`src/rtl/vram_write_arbiter.sv`:
```
// ---------------------------------------------------------------------------
// vram_write_arbiter
//
// Shares the single write port of the 600-word text/colour VRAM between
// Avalon-MM CPU writes and a rectangle-fill engine. The CPU has priority.
// A starvation counter forces one fill slot after STARVE_MAX consecutive CPU
// grants, so a pending fill always makes progress. All ram_* outputs are
// registered: a grant decided in cycle n appears on the RAM port in n+1.
//
// Optional feature macro: VRAM_ARB_ABORT_EN. When it is defined, the
// fill_abort input exists and stops a running fill.
//
// Ports
//   CLK, RESET_N      clock, asynchronous active-low reset
//   cpu_wr/addr/data/be  CPU write request, held until accepted
//   cpu_wait          waitrequest to the CPU (from state and counter only)
//   fill_start        one-cycle fill command strobe
//   fill_x0/y0/w/h    rectangle in word/row units
//   fill_data         fill pattern, latched on an accepted fill_start
//   fill_abort        stop the running fill (VRAM_ARB_ABORT_EN only)
//   fill_busy         a fill is in progress
//   fill_done         one-cycle pulse on completion or abort
//   fill_err          one-cycle pulse when a command is rejected
//   ram_wren/addr/data/be  registered VRAM write port
// ---------------------------------------------------------------------------
module vram_write_arbiter #(
    parameter int ADDR_W     = 12,
    parameter int DATA_W     = 32,
    parameter int ROW_WORDS  = 20,
    parameter int NUM_ROWS   = 30,
    parameter int STARVE_MAX = 4
) (
    input  logic              CLK,
    input  logic              RESET_N,
    input  logic              cpu_wr,
    input  logic [ADDR_W-1:0] cpu_addr,
    input  logic [DATA_W-1:0] cpu_data,
    input  logic [3:0]        cpu_be,
    output logic              cpu_wait,
    input  logic              fill_start,
    input  logic [4:0]        fill_x0,
    input  logic [4:0]        fill_y0,
    input  logic [4:0]        fill_w,
    input  logic [4:0]        fill_h,
    input  logic [DATA_W-1:0] fill_data,
`ifdef VRAM_ARB_ABORT_EN
    input  logic              fill_abort,
`endif
    output logic              fill_busy,
    output logic              fill_done,
    output logic              fill_err,
    output logic              ram_wren,
    output logic [ADDR_W-1:0] ram_addr,
    output logic [DATA_W-1:0] ram_data,
    output logic [3:0]        ram_be
);

    localparam int         CNT_W   = $clog2(STARVE_MAX + 1);
    localparam logic [5:0] ROW_LIM = 6'(ROW_WORDS);
    localparam logic [5:0] ROW_NUM = 6'(NUM_ROWS);

    typedef enum logic {IDLE = 1'b0, FILL = 1'b1} state_t;

    state_t            r_state;
    logic [CNT_W-1:0]  r_cnt;
    logic [4:0]        r_x0;
    logic [4:0]        r_x_last;
    logic [4:0]        r_y_last;
    logic [4:0]        r_cur_x;
    logic [4:0]        r_cur_y;
    logic [ADDR_W-1:0] r_row_base;
    logic [DATA_W-1:0] r_pat;
    logic              r_done;
    logic              r_err;
    logic              r_ram_wren;
    logic [ADDR_W-1:0] r_ram_addr;
    logic [DATA_W-1:0] r_ram_data;
    logic [3:0]        r_ram_be;

    state_t            w_state_nxt;
    logic [CNT_W-1:0]  w_cnt_nxt;
    logic              w_cpu_grant;
    logic              w_fill_grant;
    logic              w_accept;
    logic              w_done_nxt;
    logic              w_err_nxt;
    logic              w_abort;
    logic              w_cpu_wait;
    logic              w_reject;
    logic              w_row_end;
    logic              w_last;
    logic [5:0]        w_x_sum;
    logic [5:0]        w_y_sum;
    logic [ADDR_W-1:0] w_fill_addr;

`ifdef VRAM_ARB_ABORT_EN
    assign w_abort = fill_abort;
`else
    assign w_abort = 1'b0;
`endif

    // 6-bit sums: 5-bit origin plus 5-bit extent can never wrap.
    assign w_x_sum  = {1'b0, fill_x0} + {1'b0, fill_w};
    assign w_y_sum  = {1'b0, fill_y0} + {1'b0, fill_h};
    assign w_reject = (fill_w == 5'd0) || (fill_h == 5'd0) ||
                      (w_x_sum > ROW_LIM) || (w_y_sum > ROW_NUM);

    // Wait is forced only when the CPU has used up its streak during a fill.
    assign w_cpu_wait  = (r_state == FILL) && (r_cnt == CNT_W'(STARVE_MAX));
    assign w_row_end   = (r_cur_x == r_x_last);
    assign w_last      = w_row_end && (r_cur_y == r_y_last);
    assign w_fill_addr = r_row_base + ADDR_W'(r_cur_x);

    always_ff @(posedge CLK or negedge RESET_N) begin
        if (!RESET_N) begin
            r_state <= IDLE;
        end else begin
            // NOTE: state registers take non-blocking assignments so every
            // flop samples pre-edge values regardless of statement order.
            r_state <= w_state_nxt;
        end
    end

    always_comb begin
        // NOTE: every output of this block gets a default first; a path
        // that leaves one unassigned would infer a latch.
        w_state_nxt  = r_state;
        w_cnt_nxt    = r_cnt;
        w_cpu_grant  = 1'b0;
        w_fill_grant = 1'b0;
        w_accept     = 1'b0;
        w_done_nxt   = 1'b0;
        w_err_nxt    = 1'b0;
        case (r_state)
            IDLE: begin
                w_cnt_nxt   = '0;
                w_cpu_grant = cpu_wr;
                if (fill_start) begin
                    if (w_reject) begin
                        w_err_nxt = 1'b1;
                    end else begin
                        w_accept    = 1'b1;
                        w_state_nxt = FILL;
                    end
                end
            end
            FILL: begin
                if (cpu_wr && !w_cpu_wait) begin
                    w_cpu_grant = 1'b1;
                    w_cnt_nxt   = r_cnt + 1'b1;
                end else if (!w_abort) begin
                    w_fill_grant = 1'b1;
                    w_cnt_nxt    = '0;
                end
                if (w_abort || (w_fill_grant && w_last)) begin
                    w_state_nxt = IDLE;
                    w_done_nxt  = 1'b1;
                    w_cnt_nxt   = '0;
                end
            end
        endcase
    end

    always_ff @(posedge CLK or negedge RESET_N) begin
        if (!RESET_N) begin
            r_cnt      <= '0;
            r_x0       <= '0;
            r_x_last   <= '0;
            r_y_last   <= '0;
            r_cur_x    <= '0;
            r_cur_y    <= '0;
            r_row_base <= '0;
            r_pat      <= '0;
            r_done     <= 1'b0;
            r_err      <= 1'b0;
            r_ram_wren <= 1'b0;
            r_ram_addr <= '0;
            r_ram_data <= '0;
            r_ram_be   <= '0;
        end else begin
            r_cnt      <= w_cnt_nxt;
            r_done     <= w_done_nxt;
            r_err      <= w_err_nxt;
            r_ram_wren <= w_cpu_grant || w_fill_grant;
            if (w_cpu_grant) begin
                r_ram_addr <= cpu_addr;
                r_ram_data <= cpu_data;
                r_ram_be   <= cpu_be;
            end else if (w_fill_grant) begin
                r_ram_addr <= w_fill_addr;
                r_ram_data <= r_pat;
                r_ram_be   <= 4'b1111;
            end
            if (w_accept) begin
                // The only multiply happens once per command; the walk
                // below steps row_base by ROW_WORDS instead.
                r_pat      <= fill_data;
                r_x0       <= fill_x0;
                r_x_last   <= 5'(w_x_sum - 6'd1);
                r_y_last   <= 5'(w_y_sum - 6'd1);
                r_cur_x    <= fill_x0;
                r_cur_y    <= fill_y0;
                r_row_base <= ADDR_W'(fill_y0) * ADDR_W'(ROW_WORDS);
            end else if (w_fill_grant) begin
                if (w_row_end) begin
                    r_cur_x    <= r_x0;
                    r_cur_y    <= r_cur_y + 5'd1;
                    r_row_base <= r_row_base + ADDR_W'(ROW_WORDS);
                end else begin
                    r_cur_x <= r_cur_x + 5'd1;
                end
            end
        end
    end

    assign cpu_wait  = w_cpu_wait;
    assign fill_busy = (r_state == FILL);
    assign fill_done = r_done;
    assign fill_err  = r_err;
    assign ram_wren  = r_ram_wren;
    assign ram_addr  = r_ram_addr;
    assign ram_data  = r_ram_data;
    assign ram_be    = r_ram_be;

endmodule
```
`config.mk`:
```
export PLATFORM = sky130hd
export DESIGN_NAME = vram_write_arbiter
export DESIGN_NICKNAME = d
export VERILOG_FILES = /design/src/rtl/vram_write_arbiter.sv
export SDC_FILE = /design/constraint.sdc
export NUM_CORES = 1
export LEC_CHECK = 0
export CAP_MARGIN = 15
export CORE_ASPECT_RATIO = 0.75
export CORE_MARGIN = 2
export CORE_UTILIZATION = 54
export CTS_CLUSTER_DIAMETER = 100
export DETAILED_ROUTE_END_ITERATION = 8
export GPL_TIMING_DRIVEN = 0
export PLACE_DENSITY = 0.87
export SLEW_MARGIN = 30
export SYNTH_ARGS = -nofsm -noshare
export SYNTH_HDL_FRONTEND = slang
export SYNTH_SLANG_ARGS = --single-unit
```
`constraint.sdc`:
```
create_clock -name CLK -period 4.5 [get_ports CLK]
set_input_delay 0.675 -clock CLK [delete_from_list [all_inputs] [get_ports CLK]]
set_output_delay 0.675 -clock CLK [all_outputs]
set_load 0.02 [all_outputs]
```
# After elaboration in Yosys (flattened, before gate mapping)
# Index checks and enable logic that the tools add are counted.
# W data, S select, Z words.
word_totals:
  mem_bits_ro: 0
  inputBits: 104
  ram_bits: 0
  latch_bits: 0
  n_memories: 0
  regBits: 124
  out_inout_bits: 53
classes:
  reduce_logical: 15
  order_cmp: 2
  shifts: 0
  div: 0
  add_sub_neg: 9
  mux: 33
  bitwise: 1
  n_eq_ne: 3
  multipliers: 1
ops:
  columns: ["cell", "count"]
  rows:
  - ["$mux W32", 2]
  - ["$mux W12", 5]
  - ["$mux W5", 6]
  - ["$mux W1", 13]
  - ["$add A12 B5 Y12", 1]
  - ["$add A12 B5 Y12 const B", 1]
  - ["$add A5 B5 Y6", 2]
  - ["$gt A6 B5 Y1 const B", 2]
  - ["$add A5 B1 Y5 const B", 2]
  - ["$eq A5 B5 Y1", 2]
  - ["$logic_not A5 Y1", 2]
  - ["$sub A5 B1 Y5 const B", 2]
  - ["$mul A5 B3 Y8 const B", 1]
  - ["$mux W4", 2]
  - ["$mux W3", 2]
  - ["$pmux W3 S2", 1]
  - ["$reduce_bool A2 Y1", 3]
  - ["$logic_and A1 B1 Y1", 4]
  - ["$logic_or A1 B1 Y1", 4]
  - ["$pmux W1 S2", 2]
  - ["$add A3 B1 Y3 const B", 1]
  - ["$eq A3 B3 Y1 const B", 1]
  - ["$reduce_and A2 Y1", 1]
  - ["$logic_not A1 Y1", 1]
  - ["$not A1 Y1", 1]

# Longest topological paths before layout
logic_depth:
  depth_word: 9
  ltp_mapped: 12
  depth_no_buf: 9

# Worst setup path before layout
# No wires, ideal clock.
synth_path:
  kind: "in2reg"
  startpoint: "input fill_x0[0]"
  endpoint: "register r_pat[4]"
  path_stages: 12
  setup_time_ps: 125
  t_arrival_ps: 3215
  path_buffers: 3
  setup_slack_ps: 1160
  required_time_ps: 4375
  cell_sequence: "ha_1 inv_1 fa_1 ha_1 nor2_1 or4_4 a32oi_4 and2_4 buf_8 buf_12 buf_12 mux2_4"
synth_via:
  elab_chain_cells: 7
synth_lines:
  columns: ["item", "line", "text"]
  rows:
  - ["from (decl)", "41", "input logic [4:0] fill_x0,"]
  - ["$add A5 B5 Y6", "103", "assign w_x_sum = {1'b0, fill_x0} + {1'b0, fill_w};"]
  - ["$gt A6 B5 Y1", "106", "(w_x_sum > ROW_LIM) || (w_y_sum > ROW_NUM);"]
  - ["$logic_or A1 B1 Y1", "105", "assign w_reject = (fill_w == 5'd0) || (fill_h == 5'd0) ||"]
  - ["$logic_or A1 B1 Y1", "106", null]
  - ["$mux W1", "139", "if (w_reject) begin"]
  - ["$mux W1", "138", "if (fill_start) begin"]
  - ["$mux W1", "134", "case (r_state)"]
  - ["to (signal assigned)", "197", "r_pat <= fill_data;"]
  - ["to (decl)", "72", "logic [DATA_W-1:0] r_pat;"]
# No other way between the ends.
# A chain may end at the register's enable or synchronous reset.

# Worst setup path after layout
# Ends and elaborated chain as after synthesis.

==> metrics.md <==
| Metric | Value |
|---|---|
| Critical Path Sink Type | flip-flop |
| CTS tree | done |
| Fillers | 745 |
| Distinct cells, synth | 52 |
| Final Skew | approximately 0.010 ns |
| Initial Util | between 50% and 60% |
| Area growth, synth to finish | 37.1% |
| First-pass GRT wire length | ~27 mm |
| Rows | 34 |
| Final instance area | 8630 µm² |
| Detail Placement HPWL | 12.2 mm |
| Cell count after synthesis | approximately 580 |
| Peak VDD IR | 0.419 mV |
| Drt pass-1 iters | 4 |
| Pint | about 3.3 mW |
| Drt initial violations | 328 |
| Sequential fraction of the synthesis area | between 40% and 50% |
| Leakage | 3.76 nW |
| Syn nets | roughly 720 |
| Total GRT Usage | 28.1% |
| Register share of total power | 37.6% |
| Fmax | between 200 and 300 MHz |
| Core area | 11,500 µm² |
| CTS resizes | 0 |
| Critical path arrival | between 4 and 5 ns |
| Switching Share | between 30% and 40% |
| Die area | about 13,000 µm² |
| Mean post-synth cell area | between 10 and 15 µm² |
| Nets | 894 |
| ANT cells | 0 |
| Pwr Density | between 500 and 600 nW/µm² |
| Synth area leaders | dfrtp_1 48%, mux2_2 8.8%, nand2_1 5.8% |
| Storage cell area | between 3000 and 4000 µm² |
| Layout Utilization | between 70 and 80% |
| Vias in the first global route | between 5,000 and 6,000 |
| Hold Buf Count CTS | 0 |
| Final worst-path cycle share | 86.0% |
| H-tree depth | 4 |
| # IOs | roughly 160 |
| Post-Place Cell Area | just over 8000 µm² |
| Top cells by count, synth | 122 x dfrtp_1, 97 x nand2_1, 49 x mux2_2, 37 x a22oi_1, 30 x nor2_1 |
| Post-route ant nets | 0 |
| Post-synth top area share | approximately half |
| Clk pwr share | between 20% and 30% |
| Via count | around 5,200 |
| Residual DRC count | 0 |
| Crit path launch type | input port |
| CTS Root Cell | clkbuf_16 |
| Number of port buffers | about 160 |
| Post-CTS Setup Bufs | 0 |
| Net switching power | between 1.5 and 2 mW |
| Initial antenna violation count | 0 |
| Gp weighted congestion | between 0.8 and 0.9 |
| Worst EP required | around 4.8 ns |
| Vias per cell | approximately 5.7 |
| Synth async-reset ratio | between 90% and 100% |
| Post-Route WL | about 17 mm |
| Synth area leader | dfrtp_1 |
| Worst Hold Class | in2async |
| Final worst path period need | 3.87 ns |
| Number of setup violations in the final report | 0 |
| Synth warnings | 0 |
| Die Height | around 100 µm |
| Clock sink count | roughly 120 |
| Crit path max fanout | 10 |
| CP Class | in2reg |
| Worst skew pair latency | between 0.4 and 0.5 ns |
| GRT overflow | 0 |
| Setup TNS | 0 ns |
| Die Wd | between 100 and 150 µm |
| CTS clk-pin slew, worst paths | around 0.060 ns |
| Clock tree buffer depth | 2 |
| Slew margin rel. | between 30% and 40% |
| Post-synth EDFFs | 0 |
| Gate power share | roughly 37% |
| Pin count of the biggest net entering global routing | 80 |
| Max-slew violations | 0 |
| Ys flop type | dfrtp_1 |
| Share of cells above drive strength 1 | about an eighth |
| Worst-Margin Slew | roughly 0.92 ns |
| Status | completed |
| RSZ-0062 raised after global routing | false |
| Per-cell routed wire length | about 18 µm |
| Final-report hold violation count | 0 |
| Fin Hold WS | between 0.1 and 0.15 ns |
| Syn Std Cell Area | around 6300 µm² |
| Max-capacitance violation count | 0 |
| Inserted Clock Buffers | 17 |
| Count leader, synth | dfrtp_1 |
| Multi-input gate area | around 3000 µm² |
| Synth Register Bits | between 100 and 150 |
==> placed cells by master, fill, tap and decap left out, types with 5 or more instances in the layout <==
cell type and count:
a21oi_1 17, nor2_1 30, nand2_1 97, xnor2_1 28
clkbuf_16 17, nand4_1 7, mux2i_1 7, clkdlybuf4s50_1 155
dfrtp_1 122, a22oi_1 37, o21ai_0 14, o22a_1 5
nor3_1 5, mux2_2 49, inv_6 6, nor2b_1 7
xor2_1 13, clkbuf_1 14, nand3_1 15, ha_1 28
a21o_1 6, inv_1 18
==> flip-flops by register name, indices dropped and copies added (netlist names), 3 cells and up <==
signal,cells
r_pat,32
ram_data,32
ram_addr,12
r_row_base,10
r_cur_x,5
r_cur_y,5
r_x0,5
r_x_last,5
r_y_last,5
ram_be,4
r_cnt,3
==> path summary, 6_finish.rpt <==
kind | slack (ns) | startpoint | endpoint | cells after the start
setup / recovery | 0.63 | fill_x0[0] | r_pat[4]$_DFFE_PN0P_ | 13
hold / removal | 0.14 | RESET_N | r_row_base[11]$_DFFE_PN0P_ | 1
setup reg to reg | 1.52 | r_cnt[0]$_DFF_PN0_ | r_row_base[7]$_DFFE_PN0P_ | 9
hold reg to reg | 0.46 | r_cnt[0]$_DFF_PN0_ | r_cnt[0]$_DFF_PN0_ | 1
max in group asynchronous | 3.66 | RESET_N | r_x0[0]$_DFFE_PN0P_ | 2
min in group CLK | 0.46 | r_cnt[0]$_DFF_PN0_ | r_cnt[0]$_DFF_PN0_ | 1
==> worst max-delay path: stages <==
cell	delay, ns
clkdlybuf4s50_1	0.56
ha_1	0.20
inv_1	0.07
fa_1	0.57
ha_1	0.20
nor2_1	0.05
or4_4	0.53
a32oi_4	0.38
and2_4	0.22
buf_8	0.12
buf_12	0.14
buf_12	0.15
mux2_4	0.30
==> cell families (layout without fill, tap and decap cells) <==
| kind of cell | Yosys count | count (layout) | synth area share (%) |
|---|---|---|---|
| AO/OA/AOI/OAI | 101 | 101 | 11.3 |
| XOR/XNOR | 41 | 41 | 5.70 |
| adder cells (fa/ha/maj) | 31 | 31 | 6.52 |
| buffers and inverters | 47 | 236 | 4.13 |
| flip-flops | 122 | 122 | 48.5 |
| multiplexers | 60 | 60 | 10.8 |
| AND/OR/NAND/NOR | 181 | 181 | 13.0 |
==> per-layer routing <==
metal | part of all wire [%] | GRT usage (%) | vias to the layer above
met4 | 3.1 | 13.4 | 0
met3 | 5.6 | 4.79 | 42
met5 | 0 | 0 | -
met2 | 49 | 46.5 | 189
li1 | - | - | 2419
met1 | 42 | 35.9 | 2559
==> power by group through the flow <==
stage / Clock [mW] / Sequential (mW) / Combinational, mW
6_report: 1.30 / 1.90 / 1.85
5_1_grt: 1.37 / 1.95 / 2.02
4_1_cts: 1.31 / 1.89 / 1.86
3_5_place_dp: 0 / 1.89 / 1.84
3_3_place_gp: 0 / 1.87 / 1.76
2_1_floorplan: 0 / 2.01 / 0.975
==> metrics by stage <==
stage	cells	worst slack (ns)	power (mW)
final	916	0.629	5.05
after global routing	916	0.553	5.33
after CTS	916	0.647	5.06
after detailed placement	884	0.278	3.73
after global placement	883	-1.74	3.63
after floorplan	583	1.16	2.98
==> final cells by class <==
type | instances | area share, %
plain buffers | 29 | 2.23
well taps | 144 | 2.09
flip-flops and latches | 122 | 35.4
multi-input cells | 414 | 34.5
repair buffers | 157 | 18.5
inverters | 18 | 0.782
clock buffers | 17 | 4.93
clock inverters | 15 | 1.61
Power figures use the tool's default switching activity.
